`src/rtl/uart_rx.sv`:
```
// uart_rx: oversampling UART receiver, mid-bit sampling, LSB first, one stop bit.
// Emits a one-clock rx_valid per good frame and one frame_err per bad stop bit.
module uart_rx #(
    parameter int DATA_BITS  = 8,
    parameter int OVERSAMPLE = 16
) (
    input  logic                 clk,
    input  logic                 rst,
    input  logic                 os_tick,
    input  logic                 rx,
    output logic [DATA_BITS-1:0] rx_data,
    output logic                 rx_valid,
    output logic                 frame_err,
    output logic                 rx_busy
);
    localparam int TW = $clog2(OVERSAMPLE);
    localparam int BW = $clog2(DATA_BITS) + 1;
    localparam logic [TW-1:0] HALF = TW'(OVERSAMPLE / 2 - 1);
    localparam logic [TW-1:0] FULL = TW'(OVERSAMPLE - 1);
    localparam logic [BW-1:0] LAST = BW'(DATA_BITS - 1);

    typedef enum logic [2:0] {IDLE, START, DATA, STOP, BRK} state_t;

    state_t               state_q;
    logic [1:0]           sync_q;
    logic [TW-1:0]        tick_q;
    logic [BW-1:0]        idx_q;
    logic [DATA_BITS-1:0] shift_q;
    logic [DATA_BITS-1:0] data_q;
    logic                 valid_q;
    logic                 ferr_q;
    logic                 busy_q;
    logic                 rx_s;

    assign rx_s      = sync_q[1];
    assign rx_data   = data_q;
    assign rx_valid  = valid_q;
    assign frame_err = ferr_q;
    assign rx_busy   = busy_q;

    always_ff @(posedge clk or posedge rst) begin
        if (rst) begin
            state_q <= IDLE;
            sync_q  <= 2'b11;
            tick_q  <= '0;
            idx_q   <= '0;
            shift_q <= '0;
            data_q  <= '0;
            valid_q <= 1'b0;
            ferr_q  <= 1'b0;
            busy_q  <= 1'b0;
        end else begin
            sync_q  <= {sync_q[0], rx};
            valid_q <= 1'b0;
            ferr_q  <= 1'b0;
            if (os_tick) begin
                case (state_q)
                    IDLE: if (!rx_s) begin
                        state_q <= START;
                        tick_q  <= '0;
                        busy_q  <= 1'b1;
                    end
                    START: if (tick_q == HALF) begin
                        tick_q <= '0;
                        idx_q  <= '0;
                        // a line that is high again at mid start bit was only a glitch
                        state_q <= rx_s ? IDLE : DATA;
                        busy_q  <= !rx_s;
                    end else begin
                        tick_q <= tick_q + 1'b1;
                    end
                    DATA: if (tick_q == FULL) begin
                        shift_q <= {rx_s, shift_q[DATA_BITS-1:1]};
                        tick_q  <= '0;
                        if (idx_q == LAST) state_q <= STOP;
                        else idx_q <= idx_q + 1'b1;
                    end else begin
                        tick_q <= tick_q + 1'b1;
                    end
                    STOP: if (tick_q == FULL) begin
                        tick_q <= '0;
                        if (rx_s) begin
                            data_q  <= shift_q;
                            valid_q <= 1'b1;
                            state_q <= IDLE;
                            busy_q  <= 1'b0;
                        end else begin
                            ferr_q  <= 1'b1;
                            state_q <= BRK;
                        end
                    end else begin
                        tick_q <= tick_q + 1'b1;
                    end
                    BRK: if (rx_s) begin
                        state_q <= IDLE;
                        busy_q  <= 1'b0;
                    end
                    default: begin
                        state_q <= IDLE;
                        busy_q  <= 1'b0;
                    end
                endcase
            end
        end
    end
endmodule

```
`config.mk`:
```
export PLATFORM = sky130hd
export DESIGN_NAME = uart_rx
export DESIGN_NICKNAME = d
export VERILOG_FILES = /design/src/rtl/uart_rx.sv
export SDC_FILE = /design/constraint.sdc
export NUM_CORES = 1
export LEC_CHECK = 0
export ABC_AREA = 1
export CAP_MARGIN = 5
export CORE_ASPECT_RATIO = 0.7
export CORE_UTILIZATION = 56
export DETAILED_ROUTE_END_ITERATION = 8
export PLACE_DENSITY = 0.78
export SLEW_MARGIN = 20
export SYNTH_ARGS = -nofsm -noshare
export SYNTH_HDL_FRONTEND = slang
export SYNTH_SLANG_ARGS = --single-unit
```
`constraint.sdc`:
```
create_clock -name clk -period 1.8 [get_ports clk]
set_clock_uncertainty 0.1 [all_clocks]
set_input_delay 0.54 -clock clk [delete_from_list [all_inputs] [get_ports clk]]
set_output_delay 0.54 -clock clk [all_outputs]
set_load 0.01 [all_outputs]
```
* Word-level counts from Yosys, hierarchy flattened
Index checks and enable logic that the tools add are counted.
** Word-level totals
- Register bits :: 32
- Input port bits :: 4
- Output and inout bits :: 11
- Word-level logic and storage cells :: 67
** Cells by class
- $add $sub $neg :: 2
- Eq/ne operators :: 14
- Multiplexer cells :: 30
- Bitwise operators :: 1
- Reduce and logical (&&, ||, !) cells :: 11
** Operator list (count)
- $mux W4 :: 6
- $mux W3 :: 7
- $pmux W3 S5 :: 1
- $ne A2 B2 Y1 const B :: 7
- $mux W1 :: 12
- $pmux W4 S3 :: 1
- $reduce_and A5 Y1 :: 2
- $add A4 B1 Y4 const B :: 2
- $eq A4 B3 Y1 const B :: 2
- $pmux W4 S2 :: 1
- $reduce_and A7 Y1 :: 1
- $eq A3 B2 Y1 const B :: 2
- $reduce_and A3 Y1 :: 2
- $pmux W1 S5 :: 1
- $eq A4 B4 Y1 const B :: 1
- $reduce_and A4 Y1 :: 1
- $eq A3 B1 Y1 const B :: 1
- $eq A3 B3 Y1 const B :: 1
- $logic_not A3 Y1 :: 1
- $reduce_bool A3 Y1 :: 1
- $mux W2 :: 1
- $reduce_bool A2 Y1 :: 1
- $reduce_or A2 Y1 :: 1
- $logic_not A1 Y1 :: 1
- $not A1 Y1 :: 1

* Depth between registers and ports, before layout
Gate-level depths: netlist of the first run.
- Depth after elaboration :: 4
- Depth in mapped cells :: 10
- Mapped depth without buffers :: 9

* Least setup slack after synthesis of the first run
Ideal clock, no wire load.
- Path kind :: flip-flop to flip-flop
- Start point :: register tick_q[0]
- End point :: register data_q[1], in the netlist rx_data[1]
- Setup time :: 0.117 ns
- Arrival time :: 1.284 ns
- Path slack :: 0.299 ns
- Cell stages (with the launch flop) :: 8
- Path buffers :: 1
- Clock period less this slack :: 1.501 ns
- Path through :: dfrtp_1 > ha_1 > nand3_2 > nor2_4 > nand3_4 > buf_6 > nand2_2 > o21ai_2
** Between the ends
- Longest elaborated chain between the ends :: 2
** Ends and longest elaborated chain
- from (decl) :: RTL line 26 : logic [TW-1:0] tick_q;
- from (signal assigned) :: RTL line 70 : tick_q <= tick_q + 1'b1;
- from (signal assigned) :: RTL line 78 : tick_q <= tick_q + 1'b1;
- from (signal assigned) :: RTL line 92 : tick_q <= tick_q + 1'b1;
- $eq A4 B4 Y1 :: RTL line 80 : STOP: if (tick_q == FULL) begin
- $reduce_and A4 Y1 (no source line)
- to (signal assigned) :: RTL line 83 : data_q <= shift_q;
- to (decl) :: RTL line 29 : logic [DATA_BITS-1:0] data_q;
No other way between the ends.
A chain may end at the register's enable or synchronous reset.

* Worst setup path after layout of the first run
- Start point :: register state_q[2]
- End point :: register state_q[0]
** Between the ends
- Longest elaborated chain between the ends :: 3
- Elaborated cells on any way between the ends :: 13
- Classes of those cells :: eq/ne: 10; mux: 1; reduce/logical: 2
** Ends and longest elaborated chain
- from (decl) :: RTL line 24 : state_t state_q;
- from (signal assigned) :: RTL line 67 : state_q <= rx_s ? IDLE : DATA;
- $eq A3 B2 Y1, or another cell as far along :: RTL line 57 : case (state_q)
- $ne A2 B2 Y1 (no source line)
- $reduce_and A7 Y1 (no source line)
Several ways; a longest one is shown, not always the timed one.

==> tab_implementation.tex, run 1 <==
\begin{tabular}{lr}
\hline
Metric & Value \\
\hline
\multicolumn{2}{l}{\textbf{Cells and area}} \\
\quad Layout area overhead & 16.1\% \\
\quad Final-stage net count & 225 \\
\quad Diodes inserted & 0 \\
\quad Cell Count, Final, Fillers Out & 256 \\
\quad Final Instance Area & 1920 um2 \\
\quad \# fillers & around 230 \\
\quad Seq. cell area & 805 um2 \\
\quad Share of post-route cells with drive strength above 1 & 0.182 \\
\quad Multi-input logic area & 718 um2 \\
\multicolumn{2}{l}{\textbf{Clocking}} \\
\quad Number of resized instances in the post-cts repair step & 9 \\
\quad TritonCTS Sinks & 32 \\
\quad Total CTS buffers & 5 \\
\quad H-tree Lvls & 2 \\
\quad Buffers inserted by post-CTS timing repair & 0 \\
\quad CTS Hold Bufs & 0 \\
\quad Number of buffers between clock root and the deepest sink & 2 \\
\quad CTS tree & yes \\
\quad Clk slew on worst S/H paths & 0.06 ns \\
\quad Cell chosen for the clock root & sky130\_fd\_sc\_hd\_\_clkbuf\_8 \\
\quad Worst-Skew Late Latency & 0.29 ns \\
\multicolumn{2}{l}{\textbf{Floorplanning}} \\
\quad Chip Width & 66.9 um \\
\quad Overall die area & 3180 um2 \\
\quad Die height & 47.5 um \\
\quad Area inside the core boundary & 2800 um2 \\
\quad Core Rows & 16 \\
\quad Starting density of the core & 0.590 \\
\quad IO Count & 15 \\
\multicolumn{2}{l}{\textbf{Worst setup path}} \\
\quad Crit end category & flip-flop \\
\quad Startpoint class of the critical path & flip-flop \\
\quad Crit path DAT & $\sim$1.7 ns \\
\quad Crit path max fanout & 8 \\
\quad Required time worst endpoint & 1.88 ns \\
\quad Critical path start-end classification & reg2reg \\
\multicolumn{2}{l}{\textbf{Pwr}} \\
\quad Power share of the sequential group & 0.444 \\
\quad Net switching share of the total power & 0.362 \\
\quad Internal cell power & around 0.0013 W \\
\quad Switching power of the nets & between 0.0007 and 0.0008 W \\
\quad Portion of total power attributed to combinational logic & 0.277 \\
\quad Power density cells & 1060 nW/um2 \\
\quad Overall power after layout & 0.00204 W \\
\quad Lkg Pwr & 1.01 nW \\
\quad Worst vdd ir & 543 uV \\
\quad Clock power share & 0.279 \\
\multicolumn{2}{l}{\textbf{Place}} \\
\quad Post-placement cell area & 1830 um2 \\
\quad Placed instance count & 248 \\
\quad Routability congestion estimate & 0.909 \\
\quad Post-placement setup slack & -0.114 ns \\
\quad Buffers on Ports & 14 \\
\quad Detailed Place HPWL & 2.31 mm \\
\multicolumn{2}{l}{\textbf{Timing}} \\
\quad Fraction of the cycle the final worst path needs & 0.911 \\
\quad Final critical-path required period & 1.64 ns \\
\quad Count of final max-slew check failures & 0 \\
\quad Setup\_tns & 0 ns \\
\quad Worst Max-Slew Pin Slew & 0.390 ns \\
\quad Final hold violation count & 0 \\
\quad Final setup violation count & 0 \\
\quad Setup slack after layout & roughly 0.16 ns \\
\quad Max\_slew headroom & 0.740 \\
\quad Unrepaired setup endpoints after global routing & no \\
\quad Max Freq & 0.610 GHz \\
\multicolumn{2}{l}{\textbf{Logic synthesis}} \\
\quad Synth Cell Area & 1650 um2 \\
\quad Syn nets & 206 \\
\quad Flop and latch count out of synthesis & 32 \\
\quad Synthesized area per cell & 8.26 um2 \\
\quad Number of distinct library cell variants in the gate-level netlist after synthesis & 26 \\
\quad Sequential fraction of the synthesis area & 0.486 \\
\quad Synthesis Warnings & 0 \\
\quad Gate count of the mapped netlist & 200 \\
\multicolumn{2}{l}{\textbf{Global routing}} \\
\quad Maximum number of pins on one net before global-route repair & 33 \\
\quad Vias in the first global route & 1132 \\
\quad GRT Total Usage & 0.234 \\
\quad Final global-route overflow total & 0 \\
\quad Antenna violations before repair & 0 \\
\quad Global-route wire length before repair & approximately 5.1 mm \\
\multicolumn{2}{l}{\textbf{Status}} \\
\quad Outcome & finished, final reports clean \\
\multicolumn{2}{l}{\textbf{Routing}} \\
\quad Mean number of vias per cell & between 5 and 6 \\
\quad Starting DRC count in detailed routing & 135 \\
\quad Residual DRC count & 0 \\
\quad Post-DR wirelength/cell & 12.6 um \\
\quad Residual antenna-violating net count after detailed routing & 0 \\
\quad Detailed Routing Iterations Pass 1 & 4 \\
\quad Total Wirelength & 3.24 mm \\
\quad Total via count after detailed routing & around 1400 \\
\multicolumn{2}{l}{\textbf{Job}} \\
\quad Max-cap check violation count & 0 \\
\multicolumn{2}{l}{\textbf{Min path}} \\
\quad Hold Path Class & reg2reg \\
\hline
\end{tabular}
==> per-stage QoR <==
stage	hold slack, ns	util
after detailed placement	0.248	0.652
final	0.257	0.685
after global placement	0.248	0.652
after CTS	0.257	0.681
after global routing	0.266	0.685
after floorplan	0.245	-
==> worst max-delay path: stages, from the launching register on <==
cell and delay, ns:
sky130_fd_sc_hd__dfrtp_1 0.58, sky130_fd_sc_hd__inv_1 0.19, sky130_fd_sc_hd__nand3_1 0.13, sky130_fd_sc_hd__nand2_1 0.09, sky130_fd_sc_hd__nor2_2 0.19, sky130_fd_sc_hd__nand3_2 0.12
sky130_fd_sc_hd__nand2_1 0.08, sky130_fd_sc_hd__nand2_1 0.05
==> registers in the layout, indices dropped and copies added (netlist names) <==
signal / cells
tick_q: 4
rx_data: 8
shift_q: 8
sync_q: 2
idx_q: 4
rx_valid: 1
frame_err: 1
state_q: 3
rx_busy: 1
==> cell type report <==
cell class	instances	share of cell area
clock buffers	6	0.0430
clock inverters	2	0.00522
repair buffers	17	0.0880
well taps	36	0.0235
flip-flops and latches	32	0.419
inverters	24	0.0469
multi-input cells	139	0.374
==> cell usage after synthesis <==
cell                        n  area share
sky130_fd_sc_hd__a21oi_1    1      0.0030
sky130_fd_sc_hd__buf_2      1      0.0030
sky130_fd_sc_hd__buf_4      1      0.0045
sky130_fd_sc_hd__buf_6      3       0.020
sky130_fd_sc_hd__dfrtp_1   30        0.45
sky130_fd_sc_hd__dfstp_2    2       0.032
sky130_fd_sc_hd__ha_1       2       0.015
sky130_fd_sc_hd__inv_1     23       0.052
sky130_fd_sc_hd__inv_2      1      0.0023
sky130_fd_sc_hd__nand2_1   63        0.14
sky130_fd_sc_hd__nand2_2    5       0.019
sky130_fd_sc_hd__nand2_4    1      0.0068
sky130_fd_sc_hd__nand3_1   13       0.039
sky130_fd_sc_hd__nand3_2    2       0.012
sky130_fd_sc_hd__nand3_4    1       0.011
sky130_fd_sc_hd__nand3b_1   1      0.0045
sky130_fd_sc_hd__nand4_1    2      0.0076
sky130_fd_sc_hd__nor2_1    16       0.036
sky130_fd_sc_hd__nor2_2     4       0.015
sky130_fd_sc_hd__nor2_4     3       0.020
sky130_fd_sc_hd__nor3_1     2      0.0061
sky130_fd_sc_hd__o21ai_0    5       0.015
sky130_fd_sc_hd__o21ai_1    8       0.024
sky130_fd_sc_hd__o21ai_2    7       0.037
sky130_fd_sc_hd__xnor2_1    2       0.011
sky130_fd_sc_hd__xor2_1     1      0.0053
==> metal layers <==
metal	share of wire	global-route usage	routed length, um	vias to the layer above
li1	-	-	-	664
met1	0.47	0.303	1530	652
met2	0.44	0.339	1430	33
met3	0.071	0.102	230	7
met4	0.013	0.119	42	0
met5	0	0	0	-
==> placed cells by master, fill, tap and decap left out, types with 3 or more instances in the layout <==
| master | netlist | routed |
|---|---|---|
| sky130_fd_sc_hd__nand2_1 | 63 | 63 |
| sky130_fd_sc_hd__dfrtp_1 | 30 | 29 |
| sky130_fd_sc_hd__inv_1 | 23 | 23 |
| sky130_fd_sc_hd__nor2_1 | 16 | 15 |
| sky130_fd_sc_hd__nand3_1 | 13 | 13 |
| sky130_fd_sc_hd__dlygate4sd2_1 | 0 | 9 |
| sky130_fd_sc_hd__o21ai_1 | 8 | 8 |
| sky130_fd_sc_hd__o21ai_2 | 7 | 7 |
| sky130_fd_sc_hd__clkbuf_8 | 0 | 6 |
| sky130_fd_sc_hd__nor2_2 | 4 | 5 |
| sky130_fd_sc_hd__nand2_2 | 5 | 5 |
| sky130_fd_sc_hd__o21ai_0 | 5 | 5 |
| sky130_fd_sc_hd__nor2_4 | 3 | 3 |
| sky130_fd_sc_hd__clkdlybuf4s50_1 | 0 | 3 |
==> logic make-up (layout without fill, tap and decap cells) <==
| kind of cell | Yosys count | after routing | share of synthesized area |
|---|---|---|---|
| AO/OA/AOI/OAI | 21 | 21 | 0.0795 |
| XOR/XNOR | 3 | 3 | 0.0159 |
| adder cells (fa/ha/maj) | 2 | 2 | 0.0151 |
| buffers and inverters | 29 | 49 | 0.0825 |
| flip-flops | 32 | 32 | 0.486 |
| AND/OR/NAND/NOR | 113 | 113 | 0.321 |
==> power groups by stage <==
stage | clock network [W] | registers [W] | logic (W)
floorplan | 0 | 0.000870 | 0.000454
global placement | 0 | 0.000903 | 0.000539
finish | 0.000568 | 0.000903 | 0.000564
detailed placement | 0 | 0.000911 | 0.000559
global route | 0.000627 | 0.000915 | 0.000645
CTS | 0.000586 | 0.000897 | 0.000559
==> path summary, 6_finish.rpt <==
path / startpoint / end / slack (ns) / cells after the start
hold reg to reg: sync_q[0] / sync_q[1] / 0.26 / 0
max in group asynchronous: rst / sync_q[1] / 0.89 / 3
min in group asynchronous: rst / shift_q[6] / 0.48 / 3
setup reg to reg: state_q[2] / state_q[0] / 0.16 / 7
setup / recovery: state_q[2] / state_q[0] / 0.16 / 7
hold / removal: sync_q[0] / sync_q[1] / 0.26 / 0
No activity file was read; power rests on OpenSTA's default activity.
==> run 2, diff against run 1 <==
Settings changed: CAP_MARGIN 5 to 20, CELL_PAD_IN_SITES_DETAIL_PLACEMENT set to 1, CELL_PAD_IN_SITES_GLOBAL_PLACEMENT set to 2, CORE_UTILIZATION 56 to 34, PLACE_DENSITY 0.78 to not set, PLACE_DENSITY_LB_ADDON set to 0.1.
==> tab_implementation.tex, run 2 (synthesized netlist as in run 1, its figures left out) <==
\begin{tabular}{lr}
\hline
Metric & Value \\
\hline
\multicolumn{2}{l}{\textbf{Clocking}} \\
\quad Worst-Skew Late Latency & 0.29 ns \\
\quad CTS Hold Bufs & 0 \\
\quad Number of buffers between clock root and the deepest sink & 2 \\
\quad Total CTS buffers & 5 \\
\quad TritonCTS Sinks & 32 \\
\quad H-tree Lvls & 2 \\
\quad Cell chosen for the clock root & sky130\_fd\_sc\_hd\_\_clkbuf\_8 \\
\quad CTS tree & yes \\
\quad Clk slew on worst S/H paths & roughly 0.07 ns \\
\multicolumn{2}{l}{\textbf{Worst setup path}} \\
\quad Worst Path Buf+Inv & 1 \\
\quad Critical path start-end classification & reg2out \\
\quad Top Family by Delay on Critical Path & buffers and inverters \\
\quad Worst-path cell chain & clkdlybuf4s50\_1 \\
\quad Crit path max-delay cell type & sky130\_fd\_sc\_hd\_\_clkdlybuf4s50\_1 \\
\quad Largest stage delay, worst path & 0.52 ns \\
\quad Crit end category & output port \\
\quad Startpoint class of the critical path & flip-flop \\
\quad Crit path DAT & 1.12 ns \\
\quad Crit path max fanout & 1 \\
\quad Required time worst endpoint & approximately 1.2 ns \\
\multicolumn{2}{l}{\textbf{Global routing}} \\
\quad Final global-route overflow total & 0 \\
\quad Antenna violations before repair & 0 \\
\quad Maximum number of pins on one net before global-route repair & 19 \\
\quad GRT Total Usage & 0.179 \\
\quad Global-route wire length before repair & 6.84 mm \\
\quad Vias in the first global route & about 1400 \\
\multicolumn{2}{l}{\textbf{Pwr}} \\
\quad Power share of the sequential group & 0.395 \\
\quad Power density cells & about 1100 nW/um2 \\
\quad Switching power of the nets & 0.000783 W \\
\quad Portion of total power attributed to combinational logic & 0.274 \\
\quad Internal cell power & about 0.0015 W \\
\quad Lkg Pwr & 1.03 nW \\
\quad Worst vdd ir & 490 uV \\
\quad Clock power share & 0.331 \\
\quad Net switching share of the total power & 0.341 \\
\multicolumn{2}{l}{\textbf{Floorplanning}} \\
\quad IO Count & 15 \\
\quad Overall die area & 5150 um2 \\
\quad Starting density of the core & 0.367 \\
\quad Area inside the core boundary & 4500 um2 \\
\quad Chip Width & 85.3 um \\
\quad Die height & slightly above 60 um \\
\quad Core Rows & 20 \\
\multicolumn{2}{l}{\textbf{Routing}} \\
\quad Starting DRC count in detailed routing & between 60 and 70 \\
\quad Detailed Routing Iterations Pass 1 & 4 \\
\quad Total via count after detailed routing & $\sim$1300 \\
\quad Post-DR wirelength/cell & roughly 14 um \\
\quad Mean number of vias per cell & around 4.7 \\
\quad Total Wirelength & 3.97 mm \\
\quad Residual antenna-violating net count after detailed routing & 0 \\
\quad Residual DRC count & 0 \\
\multicolumn{2}{l}{\textbf{Timing}} \\
\quad Final hold violation count & 0 \\
\quad Final critical-path required period & 1.76 ns \\
\quad Setup\_tns & 0 ns \\
\quad Final setup violation count & 0 \\
\quad Fraction of the cycle the final worst path needs & 0.978 \\
\quad Unrepaired setup endpoints after global routing & no \\
\quad Count of final max-slew check failures & 0 \\
\quad Max\_slew headroom & 0.758 \\
\quad Max Freq & between 0.5 and 0.6 GHz \\
\quad Worst Max-Slew Pin Slew & about 0.36 ns \\
\multicolumn{2}{l}{\textbf{Cells and area}} \\
\quad Diodes inserted & 0 \\
\quad Final core utilization & 0.448 \\
\quad Layout area overhead & 22.1\% \\
\quad Highest-count cells in the layout ignoring fill and taps & sky130\_fd\_sc\_hd\_\_nand2\_1 (63), sky130\_fd\_sc\_hd\_\_dfrtp\_1 (30), sky130\_fd\_sc\_hd\_\_inv\_1 (23) \\
\quad Final-stage net count & 231 \\
\quad Most frequent standard cell in the layout excluding fill and tap cells & sky130\_fd\_sc\_hd\_\_nand2\_1 \\
\quad Share of post-route cells with drive strength above 1 & 0.204 \\
\multicolumn{2}{l}{\textbf{Min path}} \\
\quad Hold Path Class & reg2reg \\
\multicolumn{2}{l}{\textbf{Job}} \\
\quad Max-cap check violation count & 0 \\
\multicolumn{2}{l}{\textbf{Status}} \\
\quad Outcome & finished, final reports clean \\
\multicolumn{2}{l}{\textbf{Place}} \\
\quad Buffers on Ports & 14 \\
\quad Detailed Place HPWL & 3.12 mm \\
\quad Routability congestion estimate & $\sim$0.85 \\
\hline
\end{tabular}
==> run 2: cell type report <==
class	count	area, um2
fill	567	2490
multi-input combinational	139	731
clock inverter	1	30.0
timing repair buffer	23	199
clock buffer	7	96.3
inverter	24	90.1
tap	55	68.8
sequential	32	803
==> run 2: path summary, 6_finish.rpt <==
| check | start | end | slack, ns | cells past startpoint |
|---|---|---|---|---|
| max | rx_valid | rx_valid | 0.04 | 1 |
| min reg2reg | sync_q[0] | sync_q[1] | 0.26 | 0 |
| max in group asynchronous | rst | sync_q[0] | 0.88 | 3 |
| min in group asynchronous | rst | tick_q[0] | 0.47 | 3 |
| max reg2reg | tick_q[1] | rx_data[3] | 0.16 | 6 |
| min | sync_q[0] | sync_q[1] | 0.26 | 0 |
==> run 2: through the flow <==
step	std cells	instance area (um2)	hold WS, ns	power, W	worst slack (ns)
after CTS	281	2000	0.260	0.00231	0.000762
final	281	2020	0.258	0.00229	0.0392
after floorplan	200	1650	0.245	0.00132	0.299
after global routing	281	2020	0.264	0.00247	0.00852
after detailed placement	273	1880	0.250	0.00154	-0.188
after global placement	273	1880	0.247	0.00150	-0.144
==> run 2: per-layer routing <==
layer / GRT usage / share of wire / up-vias
li1: - / - / 673
met2: 0.281 / 0.44 / 13
met4: 0.0619 / 0.0086 / 0
met1: 0.246 / 0.52 / 630
met5: 0 / 0 / -
met3: 0.0476 / 0.029 / 4
==> run 2: timing repair <==
action | 4_1_cts | 5_1_grt
gates resized for setup | 9 | 5
setup buffers | 0 | 0
endpoints found under the setup margin | 9 | 25
==> run 2: power groups by stage <==
| stage | Sequential, W | Clock (W) | Combinational (W) |
|---|---|---|---|
| final | 0.000907 | 0.000759 | 0.000629 |
| after global placement | 0.000906 | 0 | 0.000593 |
| after detailed placement | 0.000913 | 0 | 0.000630 |
| after floorplan | 0.000870 | 0 | 0.000454 |
| after global routing | 0.000925 | 0.000816 | 0.000729 |
| after CTS | 0.000899 | 0.000782 | 0.000626 |
